File: config.mk
export PLATFORM = sky130hd
export DESIGN_NAME = led_mode_sequencer
export DESIGN_NICKNAME = d
export VERILOG_FILES = /design/src/rtl/led_ctrl_pkg.sv /design/src/rtl/key_debounce.sv /design/src/rtl/led_mode_sequencer.sv
export SDC_FILE = /design/constraint.sdc
export NUM_CORES = 1
export LEC_CHECK = 0
export ABC_CLOCK_PERIOD_IN_PS = 2600
export BUFFER_PORTS_ARGS = -buffer_cell sky130_fd_sc_hd__buf_2
export CAP_MARGIN = 20
export CORE_ASPECT_RATIO = 1.5
export CORE_MARGIN = 4
export CORE_UTILIZATION = 40
export CTS_CLUSTER_DIAMETER = 60
export DETAILED_ROUTE_END_ITERATION = 8
export RECOVER_POWER = 100
export SETUP_SLACK_MARGIN = 0.1
export SYNTH_ARGS = -nofsm -noshare
export SYNTH_HDL_FRONTEND = slang
export SYNTH_SLANG_ARGS = --single-unit
File: constraint.sdc
create_clock -name sys_clk -period 2.6 [get_ports sys_clk]
set_clock_uncertainty 0.15 [all_clocks]
set_input_delay 0.26 -clock sys_clk [delete_from_list [all_inputs] [get_ports sys_clk]]
set_output_delay 0.26 -clock sys_clk [all_outputs]
set_load 0.03 [all_outputs]
File: src/rtl/led_ctrl_pkg.sv
// Shared mode codes, FSM encoding and mode-advance helper for the LED mode sequencer.
// Latency: n/a (definitions only).
// Backpressure: n/a.
package led_ctrl_pkg;

    localparam logic [2:0] MODE_OFF    = 3'd0;
    localparam logic [2:0] MODE_FLASH  = 3'd1;
    localparam logic [2:0] MODE_RUN    = 3'd2;
    localparam logic [2:0] MODE_BREATH = 3'd3;

    typedef enum logic [1:0] {
        ST_IDLE   = 2'd0,
        ST_MANUAL = 2'd1,
        ST_AUTO   = 2'd2
    } state_t;

    // Step to the next mode, landing on wrap_to after the last legal code.
    function automatic logic [2:0] mode_advance(input logic [2:0] mode,
                                                input logic [2:0] last,
                                                input logic [2:0] wrap_to);
        return (mode == last) ? wrap_to : mode + 3'd1;
    endfunction

endpackage

File: src/rtl/key_debounce.sv
// Push-button conditioner: 2-FF sync, stable-count filter, one-cycle press on debounced fall.
// Latency: press asserts DEBOUNCE_CYC+2 cycles after the key_n edge is first sampled.
// Backpressure: none; press is a single-cycle strobe, release produces nothing.
module key_debounce #(
    parameter int DEBOUNCE_CYC = 1_000_000
) (
    input  logic sys_clk,
    input  logic rst_n,
    input  logic key_n,
    output logic press
);

    localparam int CW = (DEBOUNCE_CYC > 1) ? $clog2(DEBOUNCE_CYC) : 1;
    localparam logic [CW-1:0] CNT_LAST = CW'(DEBOUNCE_CYC - 1);

    logic          key_meta;
    logic          key_sync;
    logic          key_deb;
    logic [CW-1:0] cnt;

    always_ff @(posedge sys_clk or negedge rst_n) begin
        if (!rst_n) begin
            key_meta <= 1'b1;
            key_sync <= 1'b1;
            key_deb  <= 1'b1;
            cnt      <= '0;
            press    <= 1'b0;
        end else begin
            key_meta <= key_n;
            key_sync <= key_meta;
            press    <= 1'b0;
            if (key_sync == key_deb) begin
                cnt <= '0;
            end else if (cnt == CNT_LAST) begin
                // Level accepted; only a falling (released->pressed) change is an event.
                cnt     <= '0;
                key_deb <= key_sync;
                press   <= ~key_sync;
            end else begin
                cnt <= cnt + CW'(1);
            end
        end
    end

endmodule

File: src/rtl/led_mode_sequencer.sv
// Selects the LED pattern mode from debounced key presses and an optional auto-cycle timer.
// Latency: cntl/mode_chg update one cycle after the FSM event; auto_en to auto_active is 3 cycles.
// Backpressure: none; the pattern selector consumes cntl as a level.
module led_mode_sequencer
    import led_ctrl_pkg::*;
#(
    parameter int DEBOUNCE_CYC = 1_000_000,
    parameter int DWELL_CYC    = 250_000_000,
    parameter int NUM_MODES    = 4
) (
    input  logic       sys_clk,
    input  logic       rst_n,
    input  logic       key_n,
    input  logic       auto_en,
    output logic [3:0] cntl,
    output logic       mode_chg,
    output logic       auto_active
);

    localparam int DW = (DWELL_CYC > 1) ? $clog2(DWELL_CYC) : 1;
    localparam logic [DW-1:0] DWELL_LAST = DW'(DWELL_CYC - 1);
    localparam logic [2:0]    MODE_LAST  = 3'(NUM_MODES - 1);

    logic          press;
    logic          auto_meta;
    logic          auto_sync;
    state_t        state, state_nxt;
    logic [2:0]    mode, mode_nxt;
    logic [DW-1:0] dwell_cnt, dwell_nxt;
    logic [2:0]    man_adv;
    logic [2:0]    auto_adv;

    key_debounce #(
        .DEBOUNCE_CYC (DEBOUNCE_CYC)
    ) u_key_debounce (
        .sys_clk (sys_clk),
        .rst_n   (rst_n),
        .key_n   (key_n),
        .press   (press)
    );

    // MANUAL wraps through OFF (back to IDLE); AUTO skips OFF entirely.
    assign man_adv  = mode_advance(mode, MODE_LAST, MODE_OFF);
    assign auto_adv = mode_advance(mode, MODE_LAST, MODE_FLASH);

    always_comb begin
        state_nxt = state;
        mode_nxt  = mode;
        dwell_nxt = '0;
        case (state)
            ST_IDLE: begin
                if (auto_sync || press) begin
                    state_nxt = auto_sync ? ST_AUTO : ST_MANUAL;
                    mode_nxt  = MODE_FLASH;
                end
            end
            ST_MANUAL: begin
                if (auto_sync) begin
                    state_nxt = ST_AUTO;
                    if (press) mode_nxt = auto_adv;
                end else if (press) begin
                    mode_nxt = man_adv;
                    if (mode == MODE_LAST) state_nxt = ST_IDLE;
                end
            end
            ST_AUTO: begin
                if (!auto_sync) begin
                    state_nxt = ST_MANUAL;
                    if (press) begin
                        mode_nxt = man_adv;
                        if (mode == MODE_LAST) state_nxt = ST_IDLE;
                    end
                end else if (press || dwell_cnt == DWELL_LAST) begin
                    // A press coinciding with expiry still yields a single step.
                    mode_nxt = auto_adv;
                end else begin
                    dwell_nxt = dwell_cnt + DW'(1);
                end
            end
            default: begin
                state_nxt = ST_IDLE;
                mode_nxt  = MODE_OFF;
            end
        endcase
    end

    always_ff @(posedge sys_clk or negedge rst_n) begin
        if (!rst_n) begin
            auto_meta <= 1'b0;
            auto_sync <= 1'b0;
            state     <= ST_IDLE;
            mode      <= MODE_OFF;
            dwell_cnt <= '0;
            mode_chg  <= 1'b0;
        end else begin
            auto_meta <= auto_en;
            auto_sync <= auto_meta;
            state     <= state_nxt;
            mode      <= mode_nxt;
            dwell_cnt <= dwell_nxt;
            mode_chg  <= (mode_nxt != mode);
        end
    end

    assign cntl        = {1'b0, mode};
    assign auto_active = (state == ST_AUTO);

endmodule
==> summary.md <==
| Metric | Value |
|---|---|
| Floorplan core area | `7710 sq um` |
| Effective utilization at floorplan | `41.3%` |
| Netlist area before placement | `3190 sq um` |
| Number of remaining DRC errors | `0` |
| Routed Antenna Nets | `0` |
| Number of antenna violations at the first check in global routing | `0` |
| Row count | `39` |
| Area growth syn-to-layout | `15.1%` |
| Slowest cell on crit path | `dfrtp_1` |
| Placed Cells | `428` |
| Buffers on Ports | `8` |
| Clk network pwr share | `51.9%` |
| Chip Width | `80.9 um` |
| Number of design-rule violations left by the first detailed-router iteration | `118` |
| Total clock buffers created by CTS | `9` |
| Maximum number of pins on one net before global-route repair | `41` |
| Residual overflow from global routing | `0` |
| Die span in y | `117 um` |
| Worst setup SP type | `flop` |
| Critical Path, Cell by Cell | `ha_1 > nor2b_1 > clkbuf_1 > a211o_1 > a21oi_1 > a211o_1 > a311o_1` |
| Sequential share of power | `42.7%` |
| Total number of vias | `2369` |
| Top cell family by delay on the critical path | `compound AO/OA/AOI/OAI gates` |
| Peak ir drop on the vdd network | `0.000358 V` |
| Arr. time, crit path | `2.29 ns` |
| Outcome | `finished, final reports clean` |
| Total internal power | `1.78 mW` |
| Aggregate negative setup slack | `0 ns` |
| Power Density | `624 nW/um^2` |
| Area of the die | `9490 sq um` |
| Slew Limit Headroom | `23.7%` |
| Required time of the worst setup path | `2.66 ns` |
| Post-detailed-routing wire length | `6290 um` |
| Classification of the worst-slack hold path | `reg -> reg` |
| I/O pin cnt | `10` |
| Primary flip-flop cell chosen by synthesis mapping | `dfrtp_1` |
| Max-Cap Viols | `0` |
| Relative contribution of combinational cells to total power | `5.4%` |
| Clock latency at the later pin of the worst-skew pair | `0.33 ns` |
| Max Fanout on Critical Path | `11` |
| Number of clock sinks | `60` |
| Final WS setup | `0.371 ns` |
| Sequential area share after synthesis | `47.3%` |
| HPWL Detailed | `4360 um` |
| Vias in the first global route | `2430` |
| Clock-pin slew on the worst setup and hold paths | `0.05 ns` |
| Count of synthesis-stage warnings from yosys | `0` |
| Final design utilization | `47.6%` |
| Post-placement setup slack | `0.394 ns` |
| Combined global-route utilization of all metal layers | `16.0%` |
| Maximum clock rate | `449 MHz` |
| CTS tree | `done` |
| Number of enable flip-flop cells after synthesis | `0` |
| Root buffer cell | `clkbuf_16` |
| Unrepaired setup endpoints after global routing | `false` |
| Flip-flop and latch count after synthesis | `60` |
| First-pass GRT wire length | `11500 um` |
| Final instance count without filler cells | `447` |
| Cell repeated most along the worst path | `a211o_1` |
| Synth cell types | `56` |
| Leakage power | `1.48 nW` |
| Post-route minimum period | `2.23 ns` |
| First-pass detailed-route iteration total | `5` |
| Routed length per placed instance | `14.1 um` |
| Capturing element type of the critical path | `flop` |
| Max-slew violation count | `0` |
| Maximum buffer depth of the clock tree | `2` |
| Setup Crit Path Kind | `reg -> reg` |
| Total buffers and inverters traversed by the critical path | `1` |
| Worst Tran Pin Value | `1.14 ns` |
| Crit path from | `mode[0]$_DFF_PN0_` |
| Switching fraction of total power | `22.2%` |
| Reg-to-reg startpoint | `mode[0]$_DFF_PN0_` |
| Final-report hold violation count | `0` |
| Gpl congestion | `0.793` |
| Post-route fraction of the period consumed by the critical path | `85.7%` |
| Instance count of the mapped netlist | `320` |
| Fraction of layout cells with a size suffix above 1 | `13.3%` |
| CTS H-tree depth | `3` |
| Filler cell count in the final layout | `778` |
| Post-Synthesis Net Count | `327` |
| Critical Path Max Stage Delay | `0.52 ns` |
| Mean instance size in the synthesized netlist | `9.95 sq um` |
| Via-per-instance ratio | `5.30` |
| Worst hold start | `auto_meta$_DFF_PN0_` |
| Sw Pwr | `509 uW` |
| Async S/R FF share, synth | `100%` |
| Final setup violation count | `0` |
| N_diodes | `0` |
| Number of nets in the final layout | `347` |
-- area by class of cell --
| class | count | area [sq um] | share of cell area, % |
|---|---|---|---|
| clock buffers | 11 | 253 | 6.89 |
| inverters | 9 | 33.8 | 0.921 |
| repair buffers | 20 | 124 | 3.38 |
| well taps | 102 | 128 | 3.48 |
| multi-input cells | 240 | 1570 | 42.9 |
| clock inverters | 5 | 50.0 | 1.36 |
| flip-flops and latches | 60 | 1510 | 41.0 |
-- placed cells by master (no fill, tap or decap), types with 3 or more instances in the layout --
master         count
nor3_1             9
or3_1              4
xnor2_1           23
dlygate4sd3_1      3
nand4_1           10
mux2_2             3
inv_1              9
and4_1             4
and3_1             6
a21oi_1           11
xor2_1            19
dfrtp_1           57
nand2_1           16
nor2_1            51
clkbuf_16          9
o21ai_0           12
nor4_2             5
buf_4              6
nor4_1             5
dfstp_2            3
clkinv_2           4
clkbuf_1           7
ha_1               3
nand3_1           16
-- sequential cells by signal (all words and copies together) (netlist names) --
register and count:
auto_meta 1, auto_sync 1, dwell_cnt 28, mode 3
mode_chg 1, state 2, u_key_debounce.cnt 20, u_key_debounce.key_deb 1
u_key_debounce.key_meta 1, u_key_debounce.key_sync 1, u_key_debounce.press 1
-- power by group through the flow --
stage                     combinational [mW]  sequential (mW)  clock (mW)
after floorplan                       0.0851            0.987           0
after global placement                 0.127            0.994           0
after detailed placement               0.129            0.993           0
after CTS                              0.133            0.978        1.22
after global routing                   0.139            0.982        1.27
final                                  0.123            0.979        1.19
-- per-layer routing --
layer	GRT usage [%]	up-vias	share of wire [%]
met5	0	-	0
met1	18.6	1160	43
met2	26.8	27	52
li1	-	1171	-
met3	4.36	11	2.7
met4	8.00	0	2.3
-- timing repair --
item                      in CTS  in global routing
setup buffers                  0                  0
hold buffers                   3                  0
hold endpoints to repair      22                  0
resized for setup              0                  0
-- synth_stat cells, types with 3 or more instances --
master    number  share of area [%]
xor2_1        19                5.2
buf_2          3               0.47
nand3_1       16                2.5
and3_1         6                1.2
nor3_1         9                1.4
and4_1         4                1.1
o21ai_0       12                1.9
xnor2_1       23                6.3
clkbuf_1       6               0.71
inv_1          9                1.1
nor2_1        51                6.0
dfrtp_1       57                 45
nand2_1       16                1.9
a21oi_1       11                1.7
nor4_1         5               0.98
mux2_2         3                1.1
nor4_2         5                2.0
nand4_1       10                2.0
ha_1           3                1.2
dfstp_2        3                2.5
or3_1          3               0.59
-- worst register-to-register path, delay by kind of cell, from the launching register on --
family	cells	cell delay, ns
AOI/OAI and AO/OA	4	0.76
DFF	1	0.52
adders and majority gates	1	0.28
buffers and inverters	1	0.24
and+or+nand+nor	1	0.16
-- per-stage QoR --
step	hold WS [ns]	cell area [sq um]	power, mW
after global placement	0.125	3380	1.12
after detailed placement	0.118	3380	1.12
final	0.201	3670	2.29
after floorplan	-0.186	3190	1.07
after global routing	0.210	3670	2.39
after CTS	0.204	3710	2.33
-- cell families (layout without fill, tap and decap cells) --
kind of cell | Yosys count | in the layout | synth area share, %
compound gates | 39 | 39 | 7.82
xor+xnor | 42 | 42 | 11.5
fa+ha+maj | 3 | 3 | 1.18
buf+inv | 20 | 45 | 2.83
flops | 60 | 60 | 47.3
mux | 3 | 3 | 1.06
other cells | 1 | 1 | 0.118
simple gates | 152 | 152 | 28.2
-- final timing paths --
path / endpoint / slack, ns / cells after the start
setup / recovery: mode_chg$_DFF_PN0_ / 0.37 / 7
hold / removal: auto_sync$_DFF_PN0_ / 0.20 / 0
setup reg to reg: mode_chg$_DFF_PN0_ / 0.37 / 7
hold reg to reg: auto_sync$_DFF_PN0_ / 0.20 / 0
max in group asynchronous: u_key_debounce.key_sync$_DFF_PN1_ / 0.53 / 3
min in group asynchronous: dwell_cnt[24]$_DFF_PN0_ / 0.53 / 2
Power figures use the tool's default switching activity.
